File: src/rtl/comparator_pipe_if.sv
// Operand/result bundle for comparator_pipe.
// master drives operands, slave returns registered compare results.
interface comparator_pipe_if #(
    parameter int WIDTH = 8
);
    logic             in_valid;
    logic             signed_mode;
    logic [WIDTH-1:0] a;
    logic [WIDTH-1:0] b;
    logic             out_valid;
    logic             agb;
    logic             alb;
    logic             aeb;
    logic             change;
    logic             stable;

    modport master (
        output in_valid, signed_mode, a, b,
        input  out_valid, agb, alb, aeb, change, stable
    );

    modport slave (
        input  in_valid, signed_mode, a, b,
        output out_valid, agb, alb, aeb, change, stable
    );
endinterface

File: src/rtl/comparator_pipe.sv
// One-cycle registered magnitude comparator with change
// pulse and run-length stability detection.
module comparator_pipe #(
    parameter int WIDTH      = 8,
    parameter int STABLE_CNT = 4
) (
    input logic             clk,
    input logic             reset,
    comparator_pipe_if.slave bus
);
    localparam logic [7:0] STABLE_MAX = 8'(STABLE_CNT);

    logic       gt;
    logic       lt;
    logic       eq;
    logic [2:0] res;
    logic [2:0] prev;
    logic       first;
    logic [7:0] cnt;
    logic [7:0] cnt_nxt;
    logic       diff;

    always_comb begin
        gt = 1'b0;
        lt = 1'b0;
        if (bus.signed_mode) begin
            gt = $signed(bus.a) > $signed(bus.b);
            lt = $signed(bus.a) < $signed(bus.b);
        end else begin
            gt = bus.a > bus.b;
            lt = bus.a < bus.b;
        end
        eq = bus.a == bus.b;
        res = {gt, lt, eq};
    end

    // first sample and result changes both restart the run
    always_comb begin
        diff = !first && (res != prev);
        if (first || diff)
            cnt_nxt = 8'd1;
        else if (cnt < STABLE_MAX)
            cnt_nxt = cnt + 8'd1;
        else
            cnt_nxt = cnt;
    end

    always_ff @(posedge clk) begin
        if (reset) begin
            bus.out_valid <= 1'b0;
            bus.agb       <= 1'b0;
            bus.alb       <= 1'b0;
            bus.aeb       <= 1'b0;
            bus.change    <= 1'b0;
            bus.stable    <= 1'b0;
            prev          <= 3'b000;
            cnt           <= 8'd0;
            first         <= 1'b1;
        end else if (bus.in_valid) begin
            bus.out_valid <= 1'b1;
            {bus.agb, bus.alb, bus.aeb} <= res;
            bus.change    <= diff;
            bus.stable    <= cnt_nxt == STABLE_MAX;
            prev          <= res;
            cnt           <= cnt_nxt;
            first         <= 1'b0;
        end else begin
            bus.out_valid <= 1'b0;
            bus.change    <= 1'b0;
        end
    end
endmodule

File: src/flat_wrapper.sv
// flat-port wrapper written by rule: the top's interface ports become plain ports
module comparator_pipe_flat 
#(
    parameter int WIDTH      = 8,
    parameter int STABLE_CNT = 4
)
  (clk, reset, bus_in_valid, bus_signed_mode, bus_a, bus_b, bus_out_valid, bus_agb, bus_alb, bus_aeb, bus_change, bus_stable);
  comparator_pipe_if #(.WIDTH(WIDTH)) bus_i ();
  input logic clk;
  input logic reset;
  input wire logic [$bits(bus_i.in_valid)-1:0] bus_in_valid;
  input wire logic [$bits(bus_i.signed_mode)-1:0] bus_signed_mode;
  input wire logic [$bits(bus_i.a)-1:0] bus_a;
  input wire logic [$bits(bus_i.b)-1:0] bus_b;
  output wire logic [$bits(bus_i.out_valid)-1:0] bus_out_valid;
  output wire logic [$bits(bus_i.agb)-1:0] bus_agb;
  output wire logic [$bits(bus_i.alb)-1:0] bus_alb;
  output wire logic [$bits(bus_i.aeb)-1:0] bus_aeb;
  output wire logic [$bits(bus_i.change)-1:0] bus_change;
  output wire logic [$bits(bus_i.stable)-1:0] bus_stable;
  assign bus_i.in_valid = bus_in_valid;
  assign bus_i.signed_mode = bus_signed_mode;
  assign bus_i.a = bus_a;
  assign bus_i.b = bus_b;
  assign bus_out_valid = bus_i.out_valid;
  assign bus_agb = bus_i.agb;
  assign bus_alb = bus_i.alb;
  assign bus_aeb = bus_i.aeb;
  assign bus_change = bus_i.change;
  assign bus_stable = bus_i.stable;
  comparator_pipe #(.WIDTH(WIDTH), .STABLE_CNT(STABLE_CNT)) u_core (.clk(clk), .reset(reset), .bus(bus_i));
endmodule
File: config.mk
export PLATFORM = sky130hd
export DESIGN_NAME = comparator_pipe_flat
export DESIGN_NICKNAME = d
export VERILOG_FILES = /design/src/rtl/comparator_pipe_if.sv /design/src/rtl/comparator_pipe.sv /design/src/flat_wrapper.sv
export SDC_FILE = /design/constraint.sdc
export NUM_CORES = 1
export LEC_CHECK = 0
export ABC_CLOCK_PERIOD_IN_PS = 2000
export CORE_MARGIN = 5
export CORE_UTILIZATION = 42
export CTS_CLUSTER_DIAMETER = 100
export DETAILED_ROUTE_END_ITERATION = 7
export PLACE_DENSITY_LB_ADDON = 0.08
export SYNTH_ARGS = -nofsm -noshare
export SYNTH_HDL_FRONTEND = slang
export SYNTH_SLANG_ARGS = --single-unit
File: constraint.sdc
create_clock -name clk -period 2 [get_ports clk]
set_input_delay 0.5 -clock clk [delete_from_list [all_inputs] [get_ports clk]]
set_output_delay 0.5 -clock clk [all_outputs]
set_load 0.02 [all_outputs]
---- Word level (Yosys, flattened, before mapping) ----
Cells that the tools add are included.
word-level totals
  flip-flop bits (word level) ............. 18
  output and inout bits ................... 6
cells by class
  add/sub/neg operators ................... 1
  order comparisons ....................... 5
  equality and inequality tests ........... 3
  muxes and demuxes ....................... 5
  bitwise logic cells ..................... 1
  reductions and logical operators ........ 4
operator list
  kind                                                                   count
  8-bit greater-than comparator                                          2
  8-bit < comparator                                                     2
  8-bit 2-to-1 mux                                                       2
  8-bit by 1-bit adder with 8-bit output, second input constant          1
  8-bit by 3-bit equality test with 1-bit output, second input constant  1
  8-bit equality test                                                    1
  8-bit by 3-bit < comparator with 1-bit output, second input constant   1
  1-bit 2-to-1 mux                                                       3
  3-bit inequality test                                                  1
  2-bit OR reduction                                                     1
  1-bit logical AND                                                      1
  1-bit zero test                                                        1
  1-bit logical OR                                                       1
  1-bit inverter                                                         1

---- Longest topological paths before layout ----
Gate-level depths: netlist of the first run.
  depth in word-level cells ............... 7
  mapped depth ............................ 8
  depth with buffers taken out ............ 8

---- Least setup slack after synthesis of the first run ----
OpenSTA, ideal clock, no wires.
  path kind ............................... in2reg
  start ................................... input bus_b[1]
  end ..................................... register u_core.cnt[0]
  setup time .............................. 0.122 ns
  data arrival time ....................... 1.977 ns
  slack ................................... -0.099 ns
  cell stages on the path ................. 8
  cell sequence ........................... inv_1 > ha_1 > nor2b_1 > o211ai_1 > a211o_2 > a22oi_4 > nor3_2 > o311a_1
on the way
  longest elaborated chain between the ends .. 6
ends and longest elaborated chain
  element                                     RTL line               text
  start: declaration                          flat_wrapper.sv:14     input wire logic [$bits(bus_i.b)-1:0] bus_b;
  8-bit < comparator (tied with other cells)  comparator_pipe.sv:31  lt = bus.a < bus.b;
  1-bit 2-to-1 mux                            comparator_pipe.sv:26  if (bus.signed_mode) begin
  3-bit inequality test *                     comparator_pipe.sv:39  diff = !first && (res != prev);
  1-bit logical AND *                         comparator_pipe.sv:39
  1-bit logical OR *                          comparator_pipe.sv:40  if (first || diff)
  8-bit 2-to-1 mux *                          comparator_pipe.sv:40
  end signal: assignment                      comparator_pipe.sv:65  cnt <= cnt_nxt;
  end: declaration                            comparator_pipe.sv:19  logic [7:0] cnt;
Mark *: on every way between the ends. The rest lies on a longest branch, timed or not.
A chain may end at the register's enable or synchronous reset.

---- Worst setup path in the final report of the first run ----
  start ................................... input bus_a[4]
  end ..................................... register u_core.cnt[6]
on the way
  longest elaborated chain between the ends .. 6
ends and longest elaborated chain
  element                                     RTL line               text
  start: declaration                          flat_wrapper.sv:13     input wire logic [$bits(bus_i.a)-1:0] bus_a;
  8-bit < comparator (tied with other cells)  comparator_pipe.sv:31
  1-bit 2-to-1 mux                            comparator_pipe.sv:26
  3-bit inequality test *                     comparator_pipe.sv:39
  1-bit logical AND *                         comparator_pipe.sv:39
  1-bit logical OR *                          comparator_pipe.sv:40
  8-bit 2-to-1 mux *                          comparator_pipe.sv:40
Marked as above.

==> results_dict.tcl, run 1 <==
set metrics [dict create \
    status "completed" \
    drive_above_1_share_pct 40.3 \
    first_pass_iters 4 \
    drtAntennaViolNets 0 \
    synth_ff_type "dfxtp_1" \
    fp.dieH_um 57.4 \
    vdd_drop_max_mv 0.412 \
    grt_pass1_wl_um 3880 \
    regArea_um2 302 \
    fin_util_pct 67.9 \
    drcViolationCount 0 \
    wl_per_cell_um 12.2 \
    ys_ff_latch 15 \
    clock-sinks 15 \
    viasPerCell 5.08 \
    first_global_vias 908 \
    areaGrowthSynthToFinish_pct 55.9 \
    cp_num_buf_inv 2 \
    p_per_area_mw_per_mm2 484 \
    core_mm2 0.00217 \
    synth_nets 132 \
    worstPathArrival_ns 2.15 \
    dpl.hpwl_um 1660 \
    finClkSkew_ns 0.00555 \
    fin_tns_setup_ns 0 \
    p_leak_nw 0.585 \
    gp_congestion 0.847 \
    crit_family "simple AND/OR/NAND/NOR gates" \
    antenna_cells 0 \
    vias 874 \
    drt_iter0_markers 16 \
    hp-class "register to register" \
    cp.required_ns 2.20 \
    fill_cells 187 \
    crit_type "input port to register" \
    cap_violations 0 \
    maxClockFrequency_mhz 512 \
    slowest_delay_ns 0.29 \
    grt_max_degree 11 \
    cts_tree "done" \
    multiInputGateArea_um2 727 \
    hold_viol 0 \
    ios 26 \
    track_usage_pct 14.5 \
    clk_pin_slew_worst_paths_ns 0.10 \
    start_util_pct 43.5 \
    clock_path_buffers 2 \
    rsz0062_at_grt "yes" \
    nets 174 \
    wl_um 2110 \
    synth-edff-count 0 \
    synth_cells 103 \
    setup_viol 0 \
    cp-start-kind "input port" \
    end_kind "register" \
    antenna_found_initial 0 \
    die_area_mm2 0.00330 \
    portBuffers 25 \
    std_cell_rows 17 \
    cp_slowest_cell "o31a_4" \
    hold_slack_ns 0.464 \
    numCtsBuffers 3 \
    fin_crit_ns 1.95 \
    slew_headroom_pct 77.5 \
    syn_avg_cell_area_um2 9.17 \
    async_reset_ff_share_pct 0 \
    ys_seq_area_share_pct 31.8 \
    htreeDepth 1 \
    hold_buffers 0 \
    crit_fanout 6 \
    root_buffer "clkbuf_4" \
    tightest_slew_ns 0.336 \
    yosys_warnings 0 \
    ys_types 40 \
    path_cells "clkdlybuf4s15_1, ha_4, nand4_4, buf_4, a21o_2, and4_4, o31a_4, and2_1" \
    syn_area_um2 945 \
    drv_slew 0 \
    fin_crit_sh_pct 97.7 \
    grt-ovfl-total 0 \
    fp.dieW_um 57.4 \
    clk_latency_ns 0.29 \
]
repair_timing:
action | 4_1_cts | 5_1_grt
pin swaps | 18 | 16
gates cloned | 0 | 0
setup buffers | 3 | 2
resized for setup | 37 | 24
endpoints found under the setup margin | 12 | 9
Yosys cell counts, types with 5 or more instances:
library cell / count / area share [%]
dfxtp_1: 15 / 32
inv_1: 12 / 4.8
ha_1: 9 / 12
nand2_1: 5 / 2.0
a21oi_1: 6 / 3.2
nor2_1: 10 / 4.0
and2_1: 5 / 3.3
worst paths after layout:
check                                   from                          to  slack [ns]  cells past startpoint
setup reg to reg  u_core.cnt[7]$_SDFFE_PP0P_  u_core.cnt[0]$_SDFFE_PP0P_        0.26                      6
hold reg to reg   u_core.cnt[3]$_SDFFE_PP0P_  u_core.cnt[3]$_SDFFE_PP0P_        0.46                      1
setup / recovery                    bus_a[4]  u_core.cnt[6]$_SDFFE_PP0P_        0.05                      8
hold / removal    u_core.cnt[3]$_SDFFE_PP0P_  u_core.cnt[3]$_SDFFE_PP0P_        0.46                      1
layout make-up:
cell class	instances	share of cell area (%)
clock inverter	1	0.510
inverter	13	3.82
timing repair buffer	38	21.9
tap	28	2.38
clock buffer	3	1.53
sequential	15	20.5
multi-input combinational	74	49.4
report_power, final:
part	leakage [nW]	internal (mW)	switching, mW	total (mW)
logic	0.448	0.115	0.100	0.215
registers	0.123	0.307	0.00887	0.316
clock network	0.0139	0.0761	0.105	0.181
total	0.585	0.499	0.214	0.713
cell usage in the layout (no fill, tap or decap), drive strengths merged, types with 3 or more instances in the layout:
| cell type | n |
|---|---|
| clkdlybuf4s15 | 9 |
| a21oi | 6 |
| nor3 | 4 |
| ha | 9 |
| clkdlybuf4s50 | 9 |
| buf | 14 |
| dfxtp | 15 |
| o21ai | 3 |
| inv | 12 |
| nand2 | 5 |
| and2 | 5 |
| clkbuf | 9 |
| nor2 | 11 |
logic make-up after synthesis:
| kind of cell | Yosys count | share of synthesized area [%] |
|---|---|---|
| compound gates | 23 | 19.5 |
| simple gates | 40 | 28.7 |
| fa+ha+maj | 9 | 11.9 |
| xor+xnor | 1 | 0.927 |
| mux | 1 | 1.19 |
| flops | 15 | 31.8 |
| buf+inv | 14 | 5.96 |
state kept, by name, indices dropped and copies added (netlist names):
signal	count
u_core.bus.stable	1
u_core.prev	3
u_core.bus.change	1
u_core.cnt	8
u_core.first	1
u_core.bus.out_valid	1
routing by layer:
metal / vias up / global-route usage (%) / routed length (µm)
met5: - / 0 / 0
met4: 0 / 6.95 / 57
met3: 7 / 2.04 / 106
met2: 20 / 25.8 / 1030
met1: 388 / 16.9 / 909
li1: 459 / - / -
stage by stage:
| step | std cells | total power [mW] | cell area, µm² | setup WS [ns] |
|---|---|---|---|---|
| 3_5_place_dp | 163 | 0.515 | 1330 | -0.753 |
| 2_1_floorplan | 103 | 0.434 | 996 | -0.0539 |
| 4_1_cts | 170 | 0.713 | 1460 | 0.00401 |
| 3_3_place_gp | 163 | 0.512 | 1330 | -0.696 |
| 6_report | 172 | 0.713 | 1470 | 0.0454 |
| 5_1_grt | 172 | 0.756 | 1470 | -0.0132 |
(Power assumes the default switching activity.)
==> run 2: changes to the inputs <==
--- a/config.mk
+++ b/config.mk
@@ -11,6 +11,7 @@
 export CTS_CLUSTER_DIAMETER = 100
 export DETAILED_ROUTE_END_ITERATION = 7
 export PLACE_DENSITY_LB_ADDON = 0.08
+export RECOVER_POWER = 25
 export SYNTH_ARGS = -nofsm -noshare
 export SYNTH_HDL_FRONTEND = slang
 export SYNTH_SLANG_ARGS = --single-unit
==> run 2 against run 1 <==
Net effect:
- sequential share of layout area is the same
- routed wire length shrank 0.14%
- total power decreased by 0.11%
- final cell count did not move
- highest routed layer unchanged
- clock skew barely moved
- critical path depth is the same
- largest power group unchanged
- clock-buffer cell count unchanged
==> results_dict.tcl, run 2 (same netlist as run 1, synthesis figures left out) <==
set metrics [dict create \
    clock_path_buffers 2 \
    setup_ws_ns 0.0454 \
    clk_pin_slew_worst_paths_ns 0.10 \
    finalNonFillerCells 172 \
    track_usage_pct 14.5 \
    grt_max_degree 11 \
    clk_latency_ns 0.29 \
    fp.dieH_um 57.4 \
    vdd_drop_max_mv 0.412 \
    grt-ovfl-total 0 \
    fin_tns_setup_ns 0 \
    r2r_start "u_core.cnt[7]$_SDFFE_PP0P_" \
    portBuffers 25 \
    root_buffer "clkbuf_4" \
    path_cells "clkdlybuf4s15_1, ha_4, nand4_4, buf_4, a21o_2, and4_4, o31a_4, and2_1" \
    crit_fanout 6 \
    fin_crit_ns 1.95 \
    crit_type "input port to register" \
    cp.required_ns 2.20 \
    dpl.hpwl_um 1660 \
    areaGrowthSynthToFinish_pct 55.9 \
    wl_per_cell_um 12.2 \
    ios 26 \
    hp-start "u_core.cnt[3]$_SDFFE_PP0P_" \
    p_per_area_mw_per_mm2 483 \
    end_kind "register" \
    antenna_found_initial 0 \
    drcViolationCount 0 \
    std_cell_rows 17 \
    cp-start-kind "input port" \
    status "completed" \
    largest_reg_flops 8 \
    numCtsBuffers 3 \
    worstPathArrival_ns 2.15 \
    whs_endpoint "u_core.cnt[3]$_SDFFE_PP0P_" \
    core_mm2 0.00217 \
    hold_buffers 0 \
    viasPerCell 5.08 \
    die_area_mm2 0.00330 \
    preCtsSetupSlack_ns -0.753 \
    drive_above_1_share_pct 40.3 \
    hp-class "register to register" \
    drv_slew 0 \
    cp_slowest_cell "o31a_4" \
    start_util_pct 43.5 \
    top_regs "u_core.cnt (8), u_core.prev (3)" \
    fin_crit_sh_pct 97.7 \
    vias 874 \
    final_cell_mix "dfxtp_1 (14), buf_4 (12), nor2_1 (10), clkdlybuf4s15_1 (9), ha_4 (8)" \
    tightest_slew_ns 0.341 \
    fin_util_pct 67.9 \
    first_global_vias 908 \
    rr_worst_depth 6 \
    maxClockFrequency_mhz 512 \
    clock-sinks 15 \
    p_leak_nw 0.592 \
    fp.dieW_um 57.4 \
    final_common_cell "dfxtp_1" \
    htreeDepth 1 \
    hold_viol 0 \
    reg2reg_to "u_core.cnt[0]$_SDFFE_PP0P_" \
    grt_pass1_wl_um 3880 \
    nets 174 \
    finClkSkew_ns 0.00555 \
    rsz0062_at_grt "yes" \
    slew_headroom_pct 77.2 \
    drtAntennaViolNets 0 \
    antenna_cells 0 \
    wl_um 2100 \
    dp_cells 163 \
    slowest_delay_ns 0.29 \
    first_pass_iters 4 \
    regMostFlops "u_core.cnt" \
    cts_tree "done" \
    whs_path_depth 1 \
    setup_viol 0 \
    gp_congestion 0.847 \
    cap_violations 0 \
    drt_iter0_markers 16 \
    rrSetupSlack_ns 0.25 \
]
==> run 2: changes by cell type in the layout (fill, tap and decap cells not counted) <==
cell,change
dlygate4sd3_1,+3
clkdlybuf4s50_1,-3
==> run 2: worst max-delay path, delay by kind of cell <==
family | cells | cell delay (ns)
and+or+nand+nor | 3 | 0.50
AOI/OAI and AO/OA | 2 | 0.48
buffers and inverters | 2 | 0.38
adders and majority gates | 1 | 0.28
==> run 2: stage by stage <==
step	hold WS [ns]	power, mW	instance area (µm²)
after floorplan	0.420	0.434	996
after global placement	0.436	0.512	1330
after detailed placement	0.442	0.515	1330
after global routing	0.492	0.755	1470
final	0.464	0.712	1470
after CTS	0.467	0.713	1460
==> run 2: area by class of cell <==
type,count,area (µm²)
multi-input cells,74,727
fillers,187,697
repair buffers,38,323
flip-flops and latches,15,302
inverters,13,56.3
well taps,28,35.0
clock buffers,3,22.5
clock inverters,1,7.51
==> run 2: power breakdown <==
group          total [mW]  internal, mW  switching, mW
Clock               0.181        0.0761          0.105
Sequential          0.316         0.307        0.00883
Combinational       0.215         0.115          0.100
==> run 2: repair_timing <==
| action | CTS | global route |
|---|---|---|
| buffers inserted | 3 | 2 |
| resized for setup | 37 | 24 |
| pin swaps | 18 | 16 |
| setup endpoints to repair | 12 | 9 |
==> run 2: worst max path at each step <==
stage          startpoint  cells after the start                          to  slack, ns
2_1_floorplan    bus_b[1]                      8  u_core.cnt[0]$_SDFFE_PP0P_      -0.05
3_3_place_gp     bus_b[1]                      9  u_core.cnt[0]$_SDFFE_PP0P_      -0.70
3_5_place_dp     bus_b[1]                      9  u_core.cnt[0]$_SDFFE_PP0P_      -0.75
4_1_cts          bus_a[7]                      7  u_core.cnt[0]$_SDFFE_PP0P_      0.004
5_1_grt          bus_b[5]                      9  u_core.cnt[0]$_SDFFE_PP0P_      -0.01
6_report         bus_a[4]                      8  u_core.cnt[6]$_SDFFE_PP0P_       0.05
==> run 2: layer usage <==
layer / vias up / global-route usage (%) / wire [µm]
met5: - / 0 / 0
li1: 459 / - / -
met3: 7 / 2.04 / 106
met1: 388 / 16.9 / 907
met2: 20 / 25.8 / 1030
met4: 0 / 6.95 / 57
